===== src/rtl/jtag_tap_ctrl.sv =====
// IEEE 1149.1 TAP controller: 16-state FSM, IR, BYPASS, BSR sequencing and TDO mux.
// TDO/TDO_EN, ir_q, bs_en, updatedr and the clockdr enable update on the TCK falling edge.
module jtag_tap_ctrl #(
  parameter int unsigned         IR_WIDTH  = 4,
  parameter logic [IR_WIDTH-1:0] OP_EXTEST = IR_WIDTH'(0),
  parameter logic [IR_WIDTH-1:0] OP_SAMPLE = IR_WIDTH'(1),
  parameter logic [IR_WIDTH-1:0] OP_INTEST = IR_WIDTH'(2),
  parameter logic [IR_WIDTH-1:0] OP_BYPASS = '1
) (
  input  logic                TCK,
  input  logic                TRST,
  input  logic                TMS,
  input  logic                TDI,
  input  logic                TDO_BSR,
  output logic                TDO,
  output logic                TDO_EN,
  output logic                clockdr,
  output logic                updatedr,
  output logic                shiftdr,
  output logic                bs_en,
  output logic [IR_WIDTH-1:0] ir_q,
  output logic [3:0]          tap_state
);

  typedef enum logic [3:0] {
    EX2_DR = 4'h0,
    EX1_DR = 4'h1,
    SH_DR  = 4'h2,
    PAU_DR = 4'h3,
    SEL_IR = 4'h4,
    UPD_DR = 4'h5,
    CAP_DR = 4'h6,
    SEL_DR = 4'h7,
    EX2_IR = 4'h8,
    EX1_IR = 4'h9,
    SH_IR  = 4'hA,
    PAU_IR = 4'hB,
    RTI    = 4'hC,
    UPD_IR = 4'hD,
    CAP_IR = 4'hE,
    TLR    = 4'hF
  } tap_state_e;

  tap_state_e          state_q, state_d;
  logic [IR_WIDTH-1:0] ir_sr_q, ir_sr_d;
  logic [IR_WIDTH-1:0] ir_d;
  logic                bypass_q, bypass_d;
  logic                bsr_sel;
  logic                tdo_q, tdo_d;
  logic                tdo_en_q, tdo_en_d;
  logic                clk_en_q, clk_en_d;
  logic                upd_q, upd_d;
  logic                bs_en_q, bs_en_d;

  assign bsr_sel = (ir_q == OP_EXTEST) || (ir_q == OP_SAMPLE) || (ir_q == OP_INTEST);

  always_ff @(posedge TCK or posedge TRST) begin
    if (TRST) begin
      state_q <= TLR;
    end else begin
      state_q <= state_d;
    end
  end

  always_comb begin
    state_d = state_q;
    case (state_q)
      TLR:    state_d = TMS ? TLR    : RTI;
      RTI:    state_d = TMS ? SEL_DR : RTI;
      SEL_DR: state_d = TMS ? SEL_IR : CAP_DR;
      CAP_DR: state_d = TMS ? EX1_DR : SH_DR;
      SH_DR:  state_d = TMS ? EX1_DR : SH_DR;
      EX1_DR: state_d = TMS ? UPD_DR : PAU_DR;
      PAU_DR: state_d = TMS ? EX2_DR : PAU_DR;
      EX2_DR: state_d = TMS ? UPD_DR : SH_DR;
      UPD_DR: state_d = TMS ? SEL_DR : RTI;
      SEL_IR: state_d = TMS ? TLR    : CAP_IR;
      CAP_IR: state_d = TMS ? EX1_IR : SH_IR;
      SH_IR:  state_d = TMS ? EX1_IR : SH_IR;
      EX1_IR: state_d = TMS ? UPD_IR : PAU_IR;
      PAU_IR: state_d = TMS ? EX2_IR : PAU_IR;
      EX2_IR: state_d = TMS ? UPD_IR : SH_IR;
      UPD_IR: state_d = TMS ? SEL_DR : RTI;
    endcase
  end

  // Rising-edge shift paths: IR capture/shift and the 1-bit BYPASS register.
  always_comb begin
    ir_sr_d  = ir_sr_q;
    bypass_d = bypass_q;
    case (state_q)
      CAP_IR:  ir_sr_d  = IR_WIDTH'(1);
      SH_IR:   ir_sr_d  = {TDI, ir_sr_q[IR_WIDTH-1:1]};
      CAP_DR:  bypass_d = 1'b0;
      SH_DR:   bypass_d = TDI;
      default: ;
    endcase
  end

  always_ff @(posedge TCK or posedge TRST) begin
    if (TRST) begin
      ir_sr_q  <= '0;
      bypass_q <= 1'b0;
    end else begin
      ir_sr_q  <= ir_sr_d;
      bypass_q <= bypass_d;
    end
  end

  // Falling-edge side: everything here changes while TCK is low, so clockdr cannot glitch.
  always_comb begin
    ir_d = ir_q;
    if (state_q == TLR) begin
      ir_d = OP_BYPASS;
    end else if (state_q == UPD_IR) begin
      ir_d = ir_sr_q;
    end
    bs_en_d  = (ir_d == OP_EXTEST) || (ir_d == OP_INTEST);
    clk_en_d = bsr_sel && ((state_q == CAP_DR) || (state_q == SH_DR));
    upd_d    = bsr_sel && (state_q == UPD_DR);
    tdo_en_d = (state_q == SH_IR) || (state_q == SH_DR);
    tdo_d    = 1'b0;
    if (state_q == SH_IR) begin
      tdo_d = ir_sr_q[0];
    end else if (state_q == SH_DR) begin
      tdo_d = bsr_sel ? TDO_BSR : bypass_q;
    end
  end

  always_ff @(negedge TCK or posedge TRST) begin
    if (TRST) begin
      ir_q     <= OP_BYPASS;
      bs_en_q  <= 1'b0;
      clk_en_q <= 1'b0;
      upd_q    <= 1'b0;
      tdo_q    <= 1'b0;
      tdo_en_q <= 1'b0;
    end else begin
      ir_q     <= ir_d;
      bs_en_q  <= bs_en_d;
      clk_en_q <= clk_en_d;
      upd_q    <= upd_d;
      tdo_q    <= tdo_d;
      tdo_en_q <= tdo_en_d;
    end
  end

  assign tap_state = state_q;
  assign shiftdr   = (state_q == SH_DR) && bsr_sel;
  assign clockdr   = TCK & clk_en_q;
  assign updatedr  = upd_q;
  assign bs_en     = bs_en_q;
  assign TDO       = tdo_q;
  assign TDO_EN    = tdo_en_q;

endmodule


===== config.mk =====
export PLATFORM = sky130hd
export DESIGN_NAME = jtag_tap_ctrl
export DESIGN_NICKNAME = d
export VERILOG_FILES = /design/src/rtl/jtag_tap_ctrl.sv
export SDC_FILE = /design/constraint.sdc
export NUM_CORES = 1
export LEC_CHECK = 0
export BUFFER_PORTS_ARGS = -buffer_cell sky130_fd_sc_hd__buf_2
export CORE_MARGIN = 3
export CORE_UTILIZATION = 46
export CTS_BUF_LIST = sky130_fd_sc_hd__clkbuf_16
export DETAILED_ROUTE_END_ITERATION = 8
export PLACE_DENSITY = 0.73
export SYNTH_ARGS = -nofsm -noshare
export SYNTH_HDL_FRONTEND = slang
export SYNTH_SLANG_ARGS = --single-unit

===== constraint.sdc =====
create_clock -name TCK -period 1.4 [get_ports TCK]
set_input_delay 0.07 -clock TCK [delete_from_list [all_inputs] [get_ports TCK]]
set_output_delay 0.07 -clock TCK [all_outputs]
set_load 0.005 [all_outputs]

==> impl_metrics.env, run 1 <==
export IMPL_outcome="did not finish"
export IMPL_stop_stage="5_1_grt"
export IMPL_error_line="[ERROR DPL-0038] Utilization greater than 100%, impossible to legalize"
export IMPL_ys_top_cells_by_count="15 x nand2_1, 11 x o21ai_0, 8 x dfstp_2, 8 x nor2_1, 6 x inv_1"
export IMPL_yosysUniqueCellTypes=25
export IMPL_place_congestion=0.781
export IMPL_die_h_um=48.4
export IMPL_synth_top_area_share_pct=25.4
export IMPL_synth_area_per_cell_um2=9.74
export IMPL_die_w_um=48.4
export IMPL_dp_slack_ns=-0.488
export IMPL_fp_row_count=14
export IMPL_worstEpCategory="top-level output"
export IMPL_port_buffers=18
export IMPL_synth_edf_count=0
export IMPL_syn_inst=85
export IMPL_hpwlAfterDp_um=1530
export IMPL_syn_num_nets=90
export IMPL_synth_most_common_cell="nand2_1"
export IMPL_yosysSeqAreaShare_pct=55.6
export IMPL_ys_flop_type="dfstp_2"
export IMPL_ys_warn_count=0
export IMPL_async_reset_ff_share_pct=100
export IMPL_start_util_pct=52.0
export IMPL_worstEndpointGrtRepair="shiftdr"
export IMPL_placed_cells=146
export IMPL_synth_seq_cells=18
export IMPL_grt_max_degree=11
export IMPL_io_pins=19
export IMPL_yosysTopAreaCell="dfstp_2"
export IMPL_synth_area_top_cells="dfstp_2 25%, dfrtn_1 15%, dfrtp_1 15%, nand2_1 6.8%, o21ai_0 6.6%"
export IMPL_syn_area_um2=828
-- through the flow --
step | cell area, µm² | util, %
floorplan | 837 | -
CTS | 1520 | 95.1
global placement | 1100 | 69.2
detailed placement | 1100 | 69.2
-- repair_timing --
item,4_1_cts
buffers inserted,10
pin swaps,8
hold endpoints to repair,5
endpoints found under the setup margin,21
hold buffers,1
gates resized for setup,42
-- cell families after synthesis --
logic type / count (synthesis) / share of synthesized area [%]
DFF: 18 / 55.6
AOI/OAI and AO/OA: 20 / 15.3
buffers and inverters: 10 / 5.89
and+or+nand+nor: 35 / 20.8
muxes: 2 / 2.42
==> run 2, diff against run 1 <==
==> config.mk (replaced) <==
export PLATFORM = sky130hd
export DESIGN_NAME = jtag_tap_ctrl
export DESIGN_NICKNAME = d
export VERILOG_FILES = /design/src/rtl/jtag_tap_ctrl.sv
export SDC_FILE = /design/constraint.sdc
export NUM_CORES = 1
export LEC_CHECK = 0
export BUFFER_PORTS_ARGS = -buffer_cell sky130_fd_sc_hd__buf_2
export CORE_AREA = 3 3 64 66
export DETAILED_ROUTE_END_ITERATION = 8
export DIE_AREA = 0 0 67 69
export PLACE_DENSITY_LB_ADDON = 0.15
export SYNTH_ARGS = -nofsm -noshare
export SYNTH_HDL_FRONTEND = slang
export SYNTH_SLANG_ARGS = --single-unit
==> constraint.sdc (replaced) <==
create_clock -name TCK -period 1.82 [get_ports TCK]
set_input_delay 0.091 -clock TCK [delete_from_list [all_inputs] [get_ports TCK]]
set_output_delay 0.091 -clock TCK [all_outputs]
set_load 0.005 [all_outputs]
==> run 2 against run 1 <==
Against the previous run:
- the flow now finishes, with violations (negative setup slack)
- synthesized area stayed put
- synthesized cell count did not move
==> impl_metrics.env, run 2 <==
export IMPL_outcome="finished with violations"
export IMPL_failed_checks="negative setup slack"
export IMPL_yosysUniqueCellTypes=25
export IMPL_die_area_mm2=0.00462
export IMPL_fp_row_count=22
export IMPL_syn_area_um2=828
export IMPL_switchingPower_mw=0.966
export IMPL_synth_area_per_cell_um2=9.74
export IMPL_finalSetupViolations=20
export IMPL_power_density_mw_per_mm2=1960
export IMPL_grt_max_degree=11
export IMPL_final_area_mm2=0.00144
export IMPL_swShare_pct=34.2
export IMPL_p_comb_share_pct=54.0
export IMPL_start_util_pct=22.8
export IMPL_place_congestion=0.738
export IMPL_via_per_inst=4.14
export IMPL_async_reset_ff_share_pct=100
export IMPL_synth_area_top_cells="dfstp_2 25%, dfrtn_1 15%, dfrtp_1 15%, nand2_1 6.8%, o21ai_0 6.6%"
export IMPL_rsz0062_at_grt="true"
export IMPL_critPathArrivalTime_ns=2.32
export IMPL_antenna_left=0
export IMPL_die_w_um=67
export IMPL_clkTransAtPathRegs_ns=0.07
export IMPL_grt_pass1_vias=829
export IMPL_ys_warn_count=0
export IMPL_min_path_type="input pin to async pin"
export IMPL_path_cells="a211o_1 > nor4_2 > buf_2"
export IMPL_diodes=0
export IMPL_insertion_delay_ns=0.43
export IMPL_p_int_mw=1.86
export IMPL_antenna_found_initial=0
export IMPL_fin_cells=187
export IMPL_place_area_mm2=0.00110
export IMPL_p_leak_nw=0.701
export IMPL_final_common_cell="buf_4"
export IMPL_max_cap_violations=0
export IMPL_cp_start_kind="register"
export IMPL_nNetsFinal=145
export IMPL_io_pins=19
export IMPL_syn_inst=85
export IMPL_syn2layout_area_growth_pct=74.3
export IMPL_first_iter_violations=13
export IMPL_cts_tree="built"
export IMPL_vias=775
export IMPL_holdWs_ns=0.0114
export IMPL_ir_drop_mv=0.360
export IMPL_gr_usage_all_layers_pct=11.1
export IMPL_finalClockSkew_ns=0.0842
export IMPL_required_ns=1.73
export IMPL_setup_slack_ns=-0.592
export IMPL_placed_cells=166
export IMPL_synth_most_common_cell="nand2_1"
export IMPL_ys_top_cells_by_count="15 x nand2_1, 11 x o21ai_0, 8 x dfstp_2, 8 x nor2_1, 6 x inv_1"
export IMPL_crit_path_end_kind="output port"
export IMPL_yosysTopAreaCell="dfstp_2"
export IMPL_port_buffers=18
export IMPL_synth_seq_cells=18
export IMPL_synth_top_area_share_pct=25.4
export IMPL_power_frac_seq_pct=26.6
export IMPL_cp_max_fo=2
export IMPL_post_drt_wl_per_cell_um=11.8
export IMPL_criticalPathCategory="register to output port"
export IMPL_cp_slowest_cell="dfstp_2"
export IMPL_tightestPinTransition_ns=0.363
export IMPL_coreArea_mm2=0.00363
export IMPL_grt_pass1_wl_um=3850
export IMPL_maxSlewViolCount=0
export IMPL_post_route_util_pct=39.7
export IMPL_pwr_share_clk_pct=19.4
export IMPL_hold_viol_final=0
export IMPL_yosysSeqAreaShare_pct=55.6
export IMPL_final_cell_mix="19 x buf_4, 14 x buf_2, 14 x buf_6, 13 x nand2_1"
export IMPL_die_h_um=69
export IMPL_synth_edf_count=0
export IMPL_first_pass_iters=2
export IMPL_wirelength_um=2210
export IMPL_max_slew_margin_rel_pct=75.8
export IMPL_ys_flop_type="dfstp_2"
export IMPL_hpwlAfterDp_um=1550
export IMPL_slowest_delay_ns=0.36
export IMPL_syn_num_nets=90
export IMPL_power_mw=2.82
export IMPL_drc=0
export IMPL_drive_above_1_share_pct=58.3
export IMPL_grt_overflow_total=0
## run 2: cell families after synthesis
| logic type | Yosys count | synth area share (%) |
|---|---|---|
| and+or+nand+nor | 35 | 20.8 |
| AOI/OAI and AO/OA | 20 | 15.3 |
| DFF | 18 | 55.6 |
| buffers and inverters | 10 | 5.89 |
| muxes | 2 | 2.42 |
## run 2: cell type report
cell class,instances,area [µm²]
clock buffer,7,87.6
clock inverter,5,32.5
fill,371,2190
inverter,5,18.8
multi-input combinational,57,404
sequential,18,460
tap,48,60.1
timing repair buffer,47,380
## run 2: final timing paths
check / start / to / slack, ns / depth (start not counted)
max: ir_q[0] / shiftdr / -0.59 / 3
min: TRST / bypass_q / 0.01 / 3
max reg2reg: tap_state[2] / bs_en / -0.27 / 3
min reg2reg: bypass_q / bypass_q / 0.52 / 2
max in group asynchronous: TRST / ir_q[0] / 0.98 / 2
min in group TCK: TDI / bypass_q / 0.04 / 3
## run 2: power groups by stage
stage / combinational, mW / sequential, mW / clock, mW
2_1_floorplan: 0.500 / 0.758 / 0.0195
3_3_place_gp: 1.01 / 0.746 / 0.0217
3_5_place_dp: 1.02 / 0.746 / 0.0217
4_1_cts: 1.39 / 0.748 / 0.562
5_1_grt: 1.66 / 0.779 / 0.596
6_report: 1.52 / 0.752 / 0.548
## run 2: worst max-delay path: cells and delay by family (launching register included)
family | cells | cell delay, ns
DFF | 1 | 0.36
buffers and inverters | 1 | 0.16
and+or+nand+nor | 1 | 0.15
AOI/OAI and AO/OA | 1 | 0.33
## run 2: metrics by stage
stage	setup slack, ns	TNS, ns
finish	-0.592	-3.04
global route	-0.638	-3.78
CTS	-0.618	-3.44
detailed placement	-0.261	-1.67
global placement	-0.230	-1.59
floorplan	-0.344	-1.28
## run 2: repair_timing
item                                    CTS  global route
cloned                                    0             0
hold buffers                              0             0
endpoints found under the setup margin   20            20
setup buffers                            10             4
pin swaps                                 3             4
gates resized for setup                  27            13
## run 2: per-layer routing
| layer | global-route usage, % | routed length [µm] |
|---|---|---|
| met5 | 0 | 0 |
| met4 | 6.31 | 28 |
| met3 | 3.09 | 71 |
| met2 | 17.8 | 1180 |
| met1 | 13.1 | 927 |
Note: power is estimated with default switching activity, not from simulation.
